`config.mk`:
```
export PLATFORM = sky130hd
export DESIGN_NAME = pc_sequencer
export DESIGN_NICKNAME = d
export VERILOG_FILES = /design/src/rtl/pc_sequencer_pkg.sv /design/src/rtl/pc_ras.sv /design/src/rtl/pc_sequencer.sv
export SDC_FILE = /design/constraint.sdc
export NUM_CORES = 1
export LEC_CHECK = 0
export CAP_MARGIN = 10
export CORE_MARGIN = 10
export CORE_UTILIZATION = 35
export DETAILED_ROUTE_END_ITERATION = 8
export SYNTH_ARGS = -nofsm -noshare
export SYNTH_HDL_FRONTEND = slang
export SYNTH_SLANG_ARGS = --single-unit
```
`constraint.sdc`:
```
create_clock -name clock -period 5.3 [get_ports clock]
set_input_delay 1.325 -clock clock [delete_from_list [all_inputs] [get_ports clock]]
set_output_delay 1.325 -clock clock [all_outputs]
set_load 0.03 [all_outputs]
```
`src/rtl/pc_sequencer_pkg.sv`:
```
// rtl/pc_sequencer_pkg.sv - next-PC select encodings and default vectors
package pc_sequencer_pkg;

  typedef enum logic [2:0] {
    SRC_SEQ    = 3'd0,
    SRC_BRANCH = 3'd1,
    SRC_JUMP   = 3'd2,
    SRC_REG    = 3'd3,
    SRC_RET    = 3'd4,
    SRC_EXC    = 3'd5,
    SRC_HOLD   = 3'd6
  } pc_src_e;

  localparam logic [31:0] DEFAULT_RESET_VECTOR = 32'h0000_0000;
  localparam logic [31:0] DEFAULT_EXC_VECTOR   = 32'h0000_0180;
  localparam int          DEFAULT_RAS_DEPTH    = 4;

  // Sources whose target is alignment-checked and which may touch the RAS.
  function automatic logic is_flow_src(input logic [2:0] src);
    return src <= 3'(SRC_RET);
  endfunction

endpackage

```
`src/rtl/pc_ras.sv`:
```
// rtl/pc_ras.sv - circular return-address stack with saturating count
module pc_ras
  import pc_sequencer_pkg::*;
#(
  parameter int WIDTH = 32,
  parameter int DEPTH = DEFAULT_RAS_DEPTH,
  localparam int PTR_W = $clog2(DEPTH),
  localparam int CNT_W = PTR_W + 1
) (
  input  logic             clock,
  input  logic             reset,
  input  logic             push,
  input  logic             pop,
  input  logic [WIDTH-1:0] push_data,
  output logic [WIDTH-1:0] top,
  output logic [CNT_W-1:0] count
);

  logic [WIDTH-1:0] entries_q [DEPTH];
  logic [WIDTH-1:0] entries_d [DEPTH];
  logic [PTR_W-1:0] sp_q, sp_d;
  logic [CNT_W-1:0] count_q, count_d;
  logic [PTR_W-1:0] top_idx;
  logic             pop_ok;

  assign top_idx = sp_q - PTR_W'(1);
  assign pop_ok  = pop && (count_q != '0);
  assign top     = entries_q[top_idx];
  assign count   = count_q;

  always_comb begin
    entries_d = entries_q;
    sp_d      = sp_q;
    count_d   = count_q;
    if (pop_ok && push) begin
      // Pop-then-push collapses to replacing the top in place.
      entries_d[top_idx] = push_data;
    end else if (pop_ok) begin
      sp_d    = top_idx;
      count_d = count_q - CNT_W'(1);
    end else if (push) begin
      // When full, sp already points at the oldest entry, so it is overwritten.
      entries_d[sp_q] = push_data;
      sp_d            = sp_q + PTR_W'(1);
      if (count_q != CNT_W'(DEPTH)) count_d = count_q + CNT_W'(1);
    end
  end

  always_ff @(posedge clock or posedge reset) begin
    if (reset) begin
      sp_q    <= '0;
      count_q <= '0;
    end else begin
      sp_q    <= sp_d;
      count_q <= count_d;
    end
  end

  always_ff @(posedge clock) begin
    entries_q <= entries_d;
  end

endmodule

```
`src/rtl/pc_sequencer.sv`:
```
// rtl/pc_sequencer.sv - program counter, epc and next-PC selection with RAS
module pc_sequencer
  import pc_sequencer_pkg::*;
#(
  parameter int               WIDTH        = 32,
  parameter logic [WIDTH-1:0] RESET_VECTOR = WIDTH'(DEFAULT_RESET_VECTOR),
  parameter logic [WIDTH-1:0] EXC_VECTOR   = WIDTH'(DEFAULT_EXC_VECTOR),
  parameter int               RAS_DEPTH    = DEFAULT_RAS_DEPTH
) (
  input  logic                         clock,
  input  logic                         reset,
  input  logic                         pc_write,
  input  logic [2:0]                   pc_src,
  input  logic [WIDTH-1:0]             branch_target,
  input  logic [WIDTH-1:0]             jump_target,
  input  logic [WIDTH-1:0]             reg_target,
  input  logic                         call,
  output logic [WIDTH-1:0]             pc,
  output logic [WIDTH-1:0]             pc_plus4,
  output logic [WIDTH-1:0]             epc,
  output logic                         misaligned,
  output logic                         ras_underflow,
  output logic [$clog2(RAS_DEPTH):0]   ras_count
);

  logic [WIDTH-1:0] pc_q, pc_d;
  logic [WIDTH-1:0] epc_q, epc_d;
  logic             misaligned_q, misaligned_d;
  logic             ras_underflow_q, ras_underflow_d;
  logic [WIDTH-1:0] target;
  logic [WIDTH-1:0] ras_top;
  logic             ret_empty;
  logic             bad_align;
  logic             ras_push;
  logic             ras_pop;

  assign pc_plus4 = pc_q + WIDTH'(4);

  pc_ras #(
    .WIDTH (WIDTH),
    .DEPTH (RAS_DEPTH)
  ) u_ras (
    .clock     (clock),
    .reset     (reset),
    .push      (ras_push),
    .pop       (ras_pop),
    .push_data (pc_plus4),
    .top       (ras_top),
    .count     (ras_count)
  );

  always_comb begin
    target    = pc_q;
    ret_empty = 1'b0;
    case (pc_src)
      SRC_SEQ:    target = pc_plus4;
      SRC_BRANCH: target = branch_target;
      SRC_JUMP:   target = jump_target;
      SRC_REG:    target = reg_target;
      SRC_RET: begin
        // An empty stack falls back to the register target.
        if (ras_count != '0) begin
          target = ras_top;
        end else begin
          target    = reg_target;
          ret_empty = 1'b1;
        end
      end
      SRC_EXC:    target = EXC_VECTOR;
      default:    target = pc_q;
    endcase
  end

  assign bad_align = is_flow_src(pc_src) && (target[1:0] != 2'b00);
  assign ras_push  = pc_write && call && is_flow_src(pc_src);
  assign ras_pop   = pc_write && (pc_src == SRC_RET);

  always_comb begin
    pc_d            = pc_q;
    epc_d           = epc_q;
    misaligned_d    = 1'b0;
    ras_underflow_d = 1'b0;
    if (pc_write) begin
      if ((pc_src == SRC_EXC) || bad_align) begin
        pc_d  = EXC_VECTOR;
        epc_d = pc_q;
      end else begin
        pc_d = target;
      end
      misaligned_d    = bad_align;
      ras_underflow_d = ret_empty;
    end
  end

  always_ff @(posedge clock or posedge reset) begin
    if (reset) begin
      pc_q            <= RESET_VECTOR;
      epc_q           <= '0;
      misaligned_q    <= 1'b0;
      ras_underflow_q <= 1'b0;
    end else begin
      pc_q            <= pc_d;
      epc_q           <= epc_d;
      misaligned_q    <= misaligned_d;
      ras_underflow_q <= ras_underflow_d;
    end
  end

  assign pc            = pc_q;
  assign epc           = epc_q;
  assign misaligned    = misaligned_q;
  assign ras_underflow = ras_underflow_q;

endmodule

```
# == Yosys cells after proc, flatten, opt, wreduce, memory -nomap -nowiden ==
# Index checks and enable logic that the tools add are counted.
# word_totals
output_inout_bits,101
word_cells,76
register_bits,199
# op_classes
magnitude_cmp,5
bitwise_logic,3
n_eq_ne,7
n_addsub,5
muxes,24
n_reduce_logical,21
# op_table
operator,n
two-way mux 128 bit,3
bitwise mux 128 bit,2
two-way mux 32 bit,6
case mux 32 bit (6 select lines),1
demux 32 bit (select 2 bit),2
binary-select mux 32 bit (select 2 bit),1
"adder 32 x 3 -> 32 bit, second input constant",1
two-way mux 3 bit,3
logical AND 1 bit,8
AND reduction 2 bit,4
nonzero test 2 bit,4
nonzero test 7 bit,1
"equality test 3 x 2 -> 1 bit, second input constant",2
"equality test 3 bit, second input constant",2
"greater-or-equal comparator 3 bit, second input constant",2
"less-than comparator 3 x 1 -> 1 bit, second input constant",2
NOT 2 -> 3 bit,2
two-way mux 1 bit,4
two-way mux 2 bit,2
"adder 3 x 1 -> 3 bit, second input constant",1
"equality test 3 x 1 -> 1 bit, second input constant",1
"less-or-equal comparator 3 bit, second input constant",1
zero test 3 bit,1
"inequality test 3 bit, second input constant",1
other kinds (8),8

# == Depth between registers and ports, before layout ==
# logic_depth
ltp_word,12
mapped_depth,13
depth_no_buf,7

# == Cells and area by module ==
# From an unflattened synthesis, not the netlist that was laid out.
# hier_totals
cells_unflattened,806
hier_area_um2,10333.7
# modules_own_cells
module,area_per_inst_um2,instances,cells_per_inst,seq_area_each_um2
pc_ras,6038.3,1,357,3968.8
pc_sequencer,4295.4,1,449,1651.6

# == Worst setup path after synthesis ==
# Ideal clock, no wire load.
# synth_path
kind,in2reg
startpoint,in pc_src[0]
endpoint,"reg u_ras.entries_q[100] (netlist name), enable pin"
t_arrival_ns,4.569
stages,11
setup_slack_ns,0.310
required_time_ns,4.879
cell_sequence,buf_4 -> buf_2 -> buf_2 -> nor3b_1 -> nand3_1 -> inv_1 -> ha_1 -> clkbuf_1 -> mux2i_1 -> clkbuf_1 -> nor2_1
# synth_via
elab_chain_cells,6
# synth_lines
element,line,rtl
start: declaration,pc_sequencer.sv:13,"input logic [2:0] pc_src,"
branches (longest 5 deep; another with less-or-equal comparator 3 bit),-,
AND reduction 2 bit (no source line) (*),-,
end signal: assignment,pc_ras.sv:60,entries_q <= entries_d;
end: declaration,pc_ras.sv:19,logic [WIDTH-1:0] entries_q [DEPTH];
# Every way passes the cells marked *.
# A chain may end at the register's enable or synchronous reset.

# == Worst setup path after layout ==
# layout_path
startpoint,"reg pc_q[10], in the netlist pc[10]"
endpoint,out pc_plus4[28]
# layout_via
elab_chain_cells,1
# layout_lines
element,line,rtl
start: declaration,pc_sequencer.sv:26,"logic [WIDTH-1:0] pc_q, pc_d;"
start signal: assignment,pc_sequencer.sv:102,pc_q <= pc_d;
adder 32 x 3 -> 32 bit,pc_sequencer.sv:37,assign pc_plus4 = pc_q + WIDTH'(4);
end: declaration,pc_sequencer.sv:19,"output logic [WIDTH-1:0] pc_plus4,"
# Every way passes these cells.

==> flow_summary.json <==
{
  "status": "completed",
  "grt_pass1_vias": 9836,
  "crit_required_ns": 3.97,
  "synth.distinct_cells": 73,
  "path_max_fanout": 15,
  "cp_cell_sequence": "and4_1 > nand4_1 > nor4_1 > xnor2_1 > inv_1 > clkdlybuf4s50_1",
  "numPortBuffers": 203,
  "power_w": 0.00664,
  "cap_violations": 0,
  "fin_tns_setup_ns": 0,
  "finalClockSkew_ns": 0.0152,
  "antenna_found_initial": 1,
  "max-vdd-ir-drop_v": 0.000269,
  "yosys_warnings": 0,
  "p_leak_nw": 5.35,
  "worst-endpoint-arrival_ns": 3.67,
  "die_w_um": 202,
  "cts_buffer_depth": 2,
  "cts_tree": "done",
  "powerDensity_mw_per_mm2": 456,
  "synth_seq_area_share_pct": 48.6,
  "synth_ff_type": "edfxtp_1",
  "clock_latency_ns": 0.45,
  "viasPerCell": 5.73,
  "gr-total-overflow": 0,
  "rsz0062_at_grt": "false",
  "fin_nets": 1401,
  "startpoint_type": "register",
  "synth_seq_cells": 199,
  "cp_top_family": "simple AND/OR/NAND/NOR gates",
  "diodes": 0,
  "synth_edf_count": 128,
  "die_h_um": 202,
  "max_freq_mhz": 200,
  "ant_nets": 0,
  "hold_violations": 0,
  "yosysTopAreaCell": "edfxtp_1",
  "fp-row-count": 66,
  "hold_class": "register to register",
  "synth_most_common_cell": "nor2_1",
  "fin_crit_ns": 4.99,
  "synthCells": 1134,
  "syn_area_per_cell_um2": 10.2,
  "place_ws_ns": 0.819,
  "crit_type": "register to primary output",
  "end_kind": "primary output",
  "synth_nets": 1248,
  "fp.dieArea_mm2": 0.0407,
  "critPathSlowestCell": "nor4_1",
  "fin_crit_sh_pct": 94.2,
  "max_stage_delay_ns": 0.73,
  "async_reset_ff_share_pct": 35.7,
  "max_slew.worst_pin.slew_ns": 1.14,
  "drt_iter0_drc": 1061,
  "drv_slew": 0,
  "path_clk_slew_ns": 0.08,
  "h-tree-depth": 4,
  "hpwl_um": 29800,
  "vias": 9981,
  "setup-violations-final": 0,
  "postCtsSetupRepairBufs": 0,
  "wl_um": 41800,
  "drive_above_1_share_pct": 12.1,
  "grt_max_degree": 70,
  "worst-path-buf-inv": 2,
  "initial_core_util_pct": 35.5,
  "core-area_mm2": 0.0325,
  "setup_ws_ns": 0.308,
  "grt_pass1_wl_um": 63200,
  "area_growth_pct": 26.2,
  "syn-cell-area_mm2": 0.0116,
  "remaining_drc_errors": 0,
  "nFillCells": 3069,
  "numClockSinks": 199,
  "netlist.area_leader.share_pct": 33.3,
  "ys_top_cells_by_area": "edfxtp_1 (33%), dfrtp_1 (15%), mux4_2 (6.8%)",
  "holdBufCountCts": 0,
  "grt.total_usage_pct": 20.0,
  "first_pass_iters": 8,
  "wire_per_inst_um": 24.0,
  "clock-root-buffer": "clkbuf_16",
  "synthTopCellsByCount": "nor2_1 (156), nand2_1 (145), edfxtp_1 (128), dfrtp_1 (71), clkbuf_1 (60)",
  "globalplace.congestion": 0.914,
  "numCtsBuffers": 17,
  "ctsResizeCount": 0,
  "ios": 204,
  "relSlewSlack_pct": 23.6
}
-- layout by cell type, fill, tap and decap left out, drive strengths merged, types with 10 or more instances in the layout --
cell and count:
clkdlybuf4s50 200, nor2 158, nand2 145, edfxtp 128, dfrtp 71, inv 60
nor3 49, nand4 47, a21oi 39, buf 39, mux4 35, o211ai 33
mux2i 24, xnor2 23, o21ai 18, clkbuf 18, nand3 15, a22oi 15
a221o 12, nor2b 11, nor4 11, a221oi 11, o31ai 10, ha 10
a211oi 10, mux2 10
-- metal layers --
| layer | GRT usage, % | routed length, um | vias up |
|---|---|---|---|
| met5 | 0 | 7 | - |
| li1 | - | - | 4469 |
| met4 | 5.02 | 827 | 2 |
| met1 | 26.7 | 17800 | 5023 |
| met2 | 32.6 | 20200 | 439 |
| met3 | 3.97 | 2960 | 48 |
-- logic make-up after synthesis --
family	share of synthesized area, %
muxes	9.88
AOI/OAI and AO/OA	13.5
buffers and inverters	5.80
and+or+nand+nor	18.7
DFF	48.6
adders and majority gates	1.26
xor gates and xnor gates	2.27
-- final timing paths --
check	startpoint	end	slack [ns]	cells after the start
min in group asynchronous	reset	epc[22]	1.29	2
worst min-delay path	epc[29]	epc[29]	0.52	2
max in group asynchronous	reset	pc[10]	2.93	3
worst min register to register	epc[29]	epc[29]	0.52	2
worst max register to register	u_ras.sp_q[0]	epc[6]	1.82	5
worst max-delay path	pc[10]	pc_plus4[28]	0.31	6
-- metrics by stage --
step / util, % / instances / cell area [um^2] / hold WS (ns)
global route: 44.8 / 1742 / 14600 / 0.547
finish: 44.8 / 1742 / 14600 / 0.523
global placement: 43.0 / 1710 / 14000 / 0.503
detailed placement: 43.0 / 1710 / 14000 / 0.508
floorplan: - / 1134 / 11600 / 0.558
CTS: 44.8 / 1742 / 14600 / 0.525
-- final cells by class --
type	count	area, um^2	area share [%]
clock buffers	18	429	2.94
clock inverters	14	171	1.18
inverters	54	203	1.39
multi-input cells	776	5310	36.4
flip-flops and latches	199	5620	38.6
well taps	442	553	3.79
repair buffers	239	2290	15.7
-- power breakdown --
group          total (W)  internal (W)  switching [W]
clock            0.00133      0.000641       0.000686
sequential       0.00223       0.00195       0.000277
combinational    0.00309       0.00121        0.00188
total            0.00664       0.00380        0.00284
-- tightest hold or removal path, cell delays in order (launching register included) --
cell and delay (ns):
dfrtp_1 0.37, nand2_1 0.07, o211ai_2 0.05
-- flip-flops by register name (all words and copies together), names as in the netlist --
| signal | cells |
|---|---|
| epc | 32 |
| u_ras.entries_q | 128 |
| u_ras.sp_q | 2 |
| u_ras.count | 3 |
| ras_underflow | 1 |
| pc | 32 |
| misaligned | 1 |
No activity file was read; power rests on OpenSTA's default activity.
